===== src/rtl/axil_master_bridge.sv =====
// Single-outstanding bridge from a valid/ready command port to an AXI4-Lite master.
// Commands are accepted only in IDLE; one response is returned per command.
module axil_master_bridge #(
  parameter int AXI_DATA_WIDTH = 32,
  parameter int AXI_ADDR_WIDTH = 4
) (
  input  logic                        clk,
  input  logic                        reset,
  input  logic                        cmd_valid,
  output logic                        cmd_ready,
  input  logic                        cmd_write,
  input  logic [AXI_ADDR_WIDTH-1:0]   cmd_addr,
  input  logic [AXI_DATA_WIDTH-1:0]   cmd_wdata,
  input  logic [AXI_DATA_WIDTH/8-1:0] cmd_wstrb,
  output logic                        rsp_valid,
  input  logic                        rsp_ready,
  output logic [AXI_DATA_WIDTH-1:0]   rsp_rdata,
  output logic [1:0]                  rsp_resp,
  output logic [AXI_ADDR_WIDTH-1:0]   AWADDR,
  output logic                        AWVALID,
  output logic [2:0]                  AWPROT,
  input  logic                        AWREADY,
  output logic [AXI_DATA_WIDTH-1:0]   WDATA,
  output logic [AXI_DATA_WIDTH/8-1:0] WSTRB,
  output logic                        WVALID,
  input  logic                        WREADY,
  input  logic [1:0]                  BRESP,
  input  logic                        BVALID,
  output logic                        BREADY,
  output logic [AXI_ADDR_WIDTH-1:0]   ARADDR,
  output logic                        ARVALID,
  output logic [2:0]                  ARPROT,
  input  logic                        ARREADY,
  input  logic [AXI_DATA_WIDTH-1:0]   RDATA,
  input  logic [1:0]                  RRESP,
  input  logic                        RVALID,
  output logic                        RREADY
);

  localparam int STRB_W = AXI_DATA_WIDTH / 8;

  typedef enum logic [2:0] {
    S_IDLE,
    S_WRITE,
    S_WRITE_RESP,
    S_READ_ADDR,
    S_READ_DATA,
    S_RESP
  } state_t;

  state_t                    state_q, state_d;
  logic [AXI_ADDR_WIDTH-1:0] addr_q, addr_d;
  logic [AXI_DATA_WIDTH-1:0] wdata_q, wdata_d;
  logic [STRB_W-1:0]         wstrb_q, wstrb_d;
  logic                      awvalid_q, awvalid_d;
  logic                      wvalid_q, wvalid_d;
  logic                      arvalid_q, arvalid_d;
  logic                      aw_done_q, aw_done_d;
  logic                      w_done_q, w_done_d;
  logic [AXI_DATA_WIDTH-1:0] rsp_rdata_q, rsp_rdata_d;
  logic [1:0]                rsp_resp_q, rsp_resp_d;
  logic                      aw_hs, w_hs;

  always_comb begin
    state_d     = state_q;
    addr_d      = addr_q;
    wdata_d     = wdata_q;
    wstrb_d     = wstrb_q;
    awvalid_d   = awvalid_q;
    wvalid_d    = wvalid_q;
    arvalid_d   = arvalid_q;
    aw_done_d   = aw_done_q;
    w_done_d    = w_done_q;
    rsp_rdata_d = rsp_rdata_q;
    rsp_resp_d  = rsp_resp_q;
    aw_hs       = awvalid_q & AWREADY;
    w_hs        = wvalid_q & WREADY;

    case (state_q)
      S_IDLE: begin
        if (cmd_valid) begin
          addr_d  = cmd_addr;
          wdata_d = cmd_wdata;
          wstrb_d = cmd_wstrb;
          if (cmd_write) begin
            awvalid_d = 1'b1;
            wvalid_d  = 1'b1;
            aw_done_d = 1'b0;
            w_done_d  = 1'b0;
            state_d   = S_WRITE;
          end else begin
            arvalid_d = 1'b1;
            state_d   = S_READ_ADDR;
          end
        end
      end
      S_WRITE: begin
        // AW and W complete independently; leave only when both have been seen
        if (aw_hs) begin
          awvalid_d = 1'b0;
          aw_done_d = 1'b1;
        end
        if (w_hs) begin
          wvalid_d = 1'b0;
          w_done_d = 1'b1;
        end
        if ((aw_done_q | aw_hs) && (w_done_q | w_hs)) begin
          state_d = S_WRITE_RESP;
        end
      end
      S_WRITE_RESP: begin
        if (BVALID) begin
          rsp_resp_d  = BRESP;
          rsp_rdata_d = '0;
          state_d     = S_RESP;
        end
      end
      S_READ_ADDR: begin
        if (ARREADY) begin
          arvalid_d = 1'b0;
          state_d   = S_READ_DATA;
        end
      end
      S_READ_DATA: begin
        if (RVALID) begin
          rsp_rdata_d = RDATA;
          rsp_resp_d  = RRESP;
          state_d     = S_RESP;
        end
      end
      S_RESP: begin
        if (rsp_ready) begin
          state_d = S_IDLE;
        end
      end
      default: state_d = S_IDLE;
    endcase
  end

  always_ff @(posedge clk) begin
    if (reset) begin
      state_q     <= S_IDLE;
      addr_q      <= '0;
      wdata_q     <= '0;
      wstrb_q     <= '0;
      awvalid_q   <= 1'b0;
      wvalid_q    <= 1'b0;
      arvalid_q   <= 1'b0;
      aw_done_q   <= 1'b0;
      w_done_q    <= 1'b0;
      rsp_rdata_q <= '0;
      rsp_resp_q  <= 2'b00;
    end else begin
      state_q     <= state_d;
      addr_q      <= addr_d;
      wdata_q     <= wdata_d;
      wstrb_q     <= wstrb_d;
      awvalid_q   <= awvalid_d;
      wvalid_q    <= wvalid_d;
      arvalid_q   <= arvalid_d;
      aw_done_q   <= aw_done_d;
      w_done_q    <= w_done_d;
      rsp_rdata_q <= rsp_rdata_d;
      rsp_resp_q  <= rsp_resp_d;
    end
  end

  assign cmd_ready = (state_q == S_IDLE) && !reset;
  assign rsp_valid = (state_q == S_RESP);
  assign rsp_rdata = rsp_rdata_q;
  assign rsp_resp  = rsp_resp_q;
  assign AWADDR    = addr_q;
  assign AWVALID   = awvalid_q;
  assign AWPROT    = 3'b000;
  assign WDATA     = wdata_q;
  assign WSTRB     = wstrb_q;
  assign WVALID    = wvalid_q;
  assign BREADY    = (state_q == S_WRITE_RESP);
  assign ARADDR    = addr_q;
  assign ARVALID   = arvalid_q;
  assign ARPROT    = 3'b000;
  assign RREADY    = (state_q == S_READ_DATA);

endmodule


===== config.mk =====
export PLATFORM = sky130hd
export DESIGN_NAME = axil_master_bridge
export DESIGN_NICKNAME = d
export VERILOG_FILES = /design/src/rtl/axil_master_bridge.sv
export SDC_FILE = /design/constraint.sdc
export NUM_CORES = 1
export LEC_CHECK = 0
export BUFFER_PORTS_ARGS = -buffer_cell sky130_fd_sc_hd__buf_4
export CORE_MARGIN = 3
export CORE_UTILIZATION = 23
export DETAILED_ROUTE_END_ITERATION = 8
export GPL_TIMING_DRIVEN = 0
export PLACE_DENSITY = 0.45
export SYNTH_ARGS = -nofsm -noshare
export SYNTH_HDL_FRONTEND = slang
export SYNTH_SLANG_ARGS = --single-unit

===== constraint.sdc =====
create_clock -name clk -period 3.9 [get_ports clk]
set_input_delay 0.585 -clock clk [delete_from_list [all_inputs] [get_ports clk]]
set_output_delay 0.585 -clock clk [all_outputs]
set_load 0.02 [all_outputs]

# [Yosys cells after proc, flatten, opt, wreduce, memory -nomap -nowiden]
# Index checks and enable logic that the tools add are counted.
[classes] eq_ne=15 muxes=30 n_bitwise=4 reduce_logical=13
[op_table] op="2-to-1 mux 32 bit" count=2
[op_table] op="one-hot mux 32 bit (2 select lines)" count=1
[op_table] op="2-to-1 mux 3 bit" count=6
[op_table] op="inequality test 2 bit (second input constant)" count=9
[op_table] op="one-hot mux 3 bit (6 select lines)" count=1
[op_table] op="AND reduction 4 bit" count=3
[op_table] op="2-to-1 mux 1 bit" count=11
[op_table] op="one-hot mux 1 bit (2 select lines)" count=5
[op_table] op="== test 3 x 2 -> 1 bit (second input constant)" count=2
[op_table] op="== test 3 bit (second input constant)" count=2
[op_table] op="2-to-1 mux 2 bit" count=3
[op_table] op="AND reduction 6 bit" count=1
[op_table] op="nonzero test 2 bit" count=3
[op_table] op="one-hot mux 2 bit (2 select lines)" count=1
[op_table] op="== test 3 x 1 -> 1 bit (second input constant)" count=1
[op_table] op="zero test 3 bit" count=1
[op_table] op="AND reduction 3 bit" count=1
[op_table] op="bitwise AND 1 bit" count=2
[op_table] op="logical AND 1 bit" count=2
[op_table] op="inequality test 2 x 1 -> 1 bit (second input constant)" count=1
[op_table] op="OR 1 bit" count=2
[op_table] op="AND reduction 2 bit" count=1
[op_table] op="zero test 1 bit" count=1
[word_totals] register_bits=82 output_inout_bits=91 elab_cells=73

# [Longest topological paths before layout]
[depth] ltp_word=5 mapped_depth=7

# [Least setup slack after synthesis]
# Ideal clock, no wire load.
[synth_timing] path_kind="in2out" startpoint="input reset" endpoint="output cmd_ready" t_arrival_ps=1272 required_ps=3315 path_slack_ps=2043 path_stages=2 cell_sequence="clkbuf_1 > nor3_1"
[synth_between] elab_chain_cells=2
[synth_rtl] item="start, declared" line_no="8" rtl="input logic reset,"
[synth_rtl] item="zero test 1 bit" line_no="168" rtl="assign cmd_ready = (state_q == S_IDLE) && !reset;"
[synth_rtl] item="logical AND 1 bit" line_no="168"
[synth_rtl] item="end, declared" line_no="10" rtl="output logic cmd_ready,"
# No other way between the ends.

# [Worst setup path after layout]
[layout_timing] startpoint="register state_q[0]" endpoint="output cmd_ready"
[layout_between] elab_chain_cells=2
[layout_rtl] item="start, declared" line_no="51" rtl="state_t state_q, state_d;"
[layout_rtl] item="start signal, assigned" line_no="154" rtl="state_q <= state_d;"
[layout_rtl] item="zero test 3 bit" line_no="168"
[layout_rtl] item="logical AND 1 bit" line_no="168"
# No other way between the ends.

==> results by group <==
Run status
  • Status: completed

Synth
  • Mapped Area: 0.00308 sq mm
  • Post-synth top flop: dfxtp_1
  • Mean Syn Cell Area: 8.44 sq um
  • Synth area leaders: dfxtp_1 53%, nand2_1 10%, a22oi_1 8.0%, a21oi_1 7.8%, nor2_1 5.0%
  • Distinct cell type count after synthesis: 35
  • Ys Warns: 0
  • Cell taking the most area after synthesis: dfxtp_1
  • Share of the synthesized area in the top cell type: 0.533
  • Post-synthesis register bit count: 82
  • Synth async-reset ratio: 0
  • Post-Synthesis Cells: 365
  • Most frequent cell after synthesis: nand2_1
  • Synth cell count leaders: 83 x nand2_1, 82 x dfxtp_1, 48 x a21oi_1, 41 x nor2_1, 33 x a22oi_1
  • Seq/Total Area, Yosys: 0.533
  • Post-synth EDFFs: 0

Place
  • Port-buffer cells: 170
  • Placed Cells: 712
  • Place WS: 1890 ps
  • Dpl hpwl: 7.51 mm
  • GPL Wtd Cong: 0.727
  • DP Area: 0.00459 sq mm

Clocking
  • CTS Sinks: 82
  • Clock-pin slew on the worst setup and hold paths: 60 ps
  • CTS Hold Bufs: 0
  • Post-CTS resize count: 0
  • CTS tree: done
  • H-tree levels: 3
  • Max Root-Sink Buffers: 2
  • CTS root buf: clkbuf_16
  • Skew-Pair Late Insertion Delay: 330 ps
  • Post CTS Setup Buffer Count: 0
  • CTS Buf Count: 9

GRT
  • Global-route wire length before repair: 15.7 mm
  • Largest net degree at the start of global routing: 14
  • Vias in the first global route: 3,132
  • Initial antenna violation count: 0
  • Total track usage: 0.132
  • Remaining Overflow, GRT: 0

Die
  • Core ar.: 0.0129 sq mm
  • Die Footprint: 0.0148 sq mm
  • Die Wd: 122 um
  • I/O pin count: 177
  • Die height: 122 um
  • Row cnt: 41
  • Starting Density: 0.239

Routing
  • ANT nets after route: 0
  • Wire per inst: 13.7 um
  • TritonRoute pass-1 iters: 6
  • Final wirelength: 9.96 mm
  • # DRC: 0
  • Via Count: 3,152
  • Routed vias/inst: 4.33
  • Drt initial violations: 131

STA
  • Hold Fails Final Rpt: 0
  • Final setup TNS: 0 ps
  • Fin crit period: 2020 ps
  • Final Skew: 3.70 ps
  • Final worst-path cycle share: 0.519
  • Hold WS: 455 ps
  • Max-slew violations: 0
  • RSZ-0062 raised after global routing: no
  • Setup ws final: 1880 ps
  • Relative slew slack: 0.606
  • FMAX: 494 MHz
  • Least-Margin Pin Slew: 591 ps
  • Final Setup Violations: 0

Power
  • Leak: 2.20 nW
  • Pwr Total: 3.00 mW
  • PwrDens: 615 mW/mm^2
  • Maximum VDD drop: 0.165 mV

Hold path
  • Hold_sp: WDATA[21]
  • Worst Hold Class: reg -> reg
  • Hold Path Sink: WDATA[21]
  • Min-Delay Path Depth: 2

Setup path
  • R2R depth: 7
  • Reg2reg end: WDATA[4]
  • Max FO, Critical Path: 10
  • R2R Setup Slk: 2030 ps
  • Startpoint Class: flop
  • Reg-to-reg critical path startpoint: state_q[2]
  • Critical Path End Type: primary output
  • WS Path Type: reg -> out
  • Worst path arrival time: 1440 ps
  • Worst endpoint required time: 3310 ps

Final layout
  • Share of cells above drive strength 1: 0.378
  • Syn-to-layout area delta: 58.3%
  • Final non-filler cell total: 728
  • Nets@finish: 637
  • Core Util, Final: 0.379
  • ANT cells: 0
  • Final instance area: 0.00488 sq mm

Job
  • Total of max-cap violations: 0
-- logic make-up after synthesis --
family	synth area share
AOI/OAI and AO/OA	0.195
buffers and inverters	0.0690
DFF	0.533
muxes	0.0175
other	0.00122
and+or+nand+nor	0.184
-- how the worst max path moves through the flow --
stage,start,to,slack [ps],depth (start not counted)
global route,state_q[2],WDATA[4],1740,7
floorplan,reset,cmd_ready,2040,2
CTS,state_q[0],cmd_ready,1860,3
global placement,BVALID,rsp_rdata[24],1920,7
finish,state_q[0],cmd_ready,1880,3
detailed placement,BVALID,rsp_rdata[24],1890,7
-- flip-flops by register name, indices dropped and copies added, names as in the netlist --
signal     count
WSTRB          4
rsp_resp       2
ARVALID        1
w_done_q       1
state_q        3
rsp_rdata     32
ARADDR         4
WVALID         1
aw_done_q      1
AWVALID        1
WDATA         32
-- final cells by class --
| class | instances | area, sq um |
|---|---|---|
| Fill cell | 1372 | 8000 |
| Sequential cell | 82 | 1640 |
| Timing Repair Buffer | 170 | 1280 |
| Multi-Input combinational cell | 246 | 1250 |
| Clock buffer | 10 | 229 |
| Tap cell | 172 | 215 |
| Buffer | 39 | 201 |
| Clock inverter | 6 | 57.6 |
| Inverter | 3 | 11.3 |
-- critical path: stages, from the launching register on --
cell	delay, ps
dfxtp_1	430
clkbuf_1	380
nor3_1	120
buf_4	180
-- power breakdown --
group	total, mW	switching [mW]	internal [mW]
Sequential	1.07	0.0886	0.982
Clock	0.821	0.330	0.491
Combinational	1.11	0.652	0.459
Total	3.00	1.07	1.93
-- per-layer routing --
metal  track usage  vias up  part of all wire  routed length (um)
li1              -     1589                 -                   -
met1         0.168     1422              0.43                4260
met2         0.198      131              0.44                4430
met3        0.0580       10              0.11                1140
met4        0.0504        0             0.013                 132
met5             0        -                 0                   0
-- layout by cell type (no fill, tap or decap), types with 4 or more instances in the layout --
| master | Yosys | layout |
|---|---|---|
| nand2_1 | 83 | 83 |
| o21ai_0 | 4 | 4 |
| a21oi_1 | 48 | 48 |
| nor2_1 | 41 | 41 |
| clkbuf_16 | 0 | 9 |
| clkinv_2 | 0 | 4 |
| conb_1 | 1 | 6 |
| clkbuf_1 | 20 | 21 |
| buf_4 | 10 | 180 |
| a22oi_1 | 33 | 33 |
| buf_2 | 8 | 8 |
| dfxtp_1 | 82 | 82 |
Note: power is estimated with default switching activity, not from simulation.
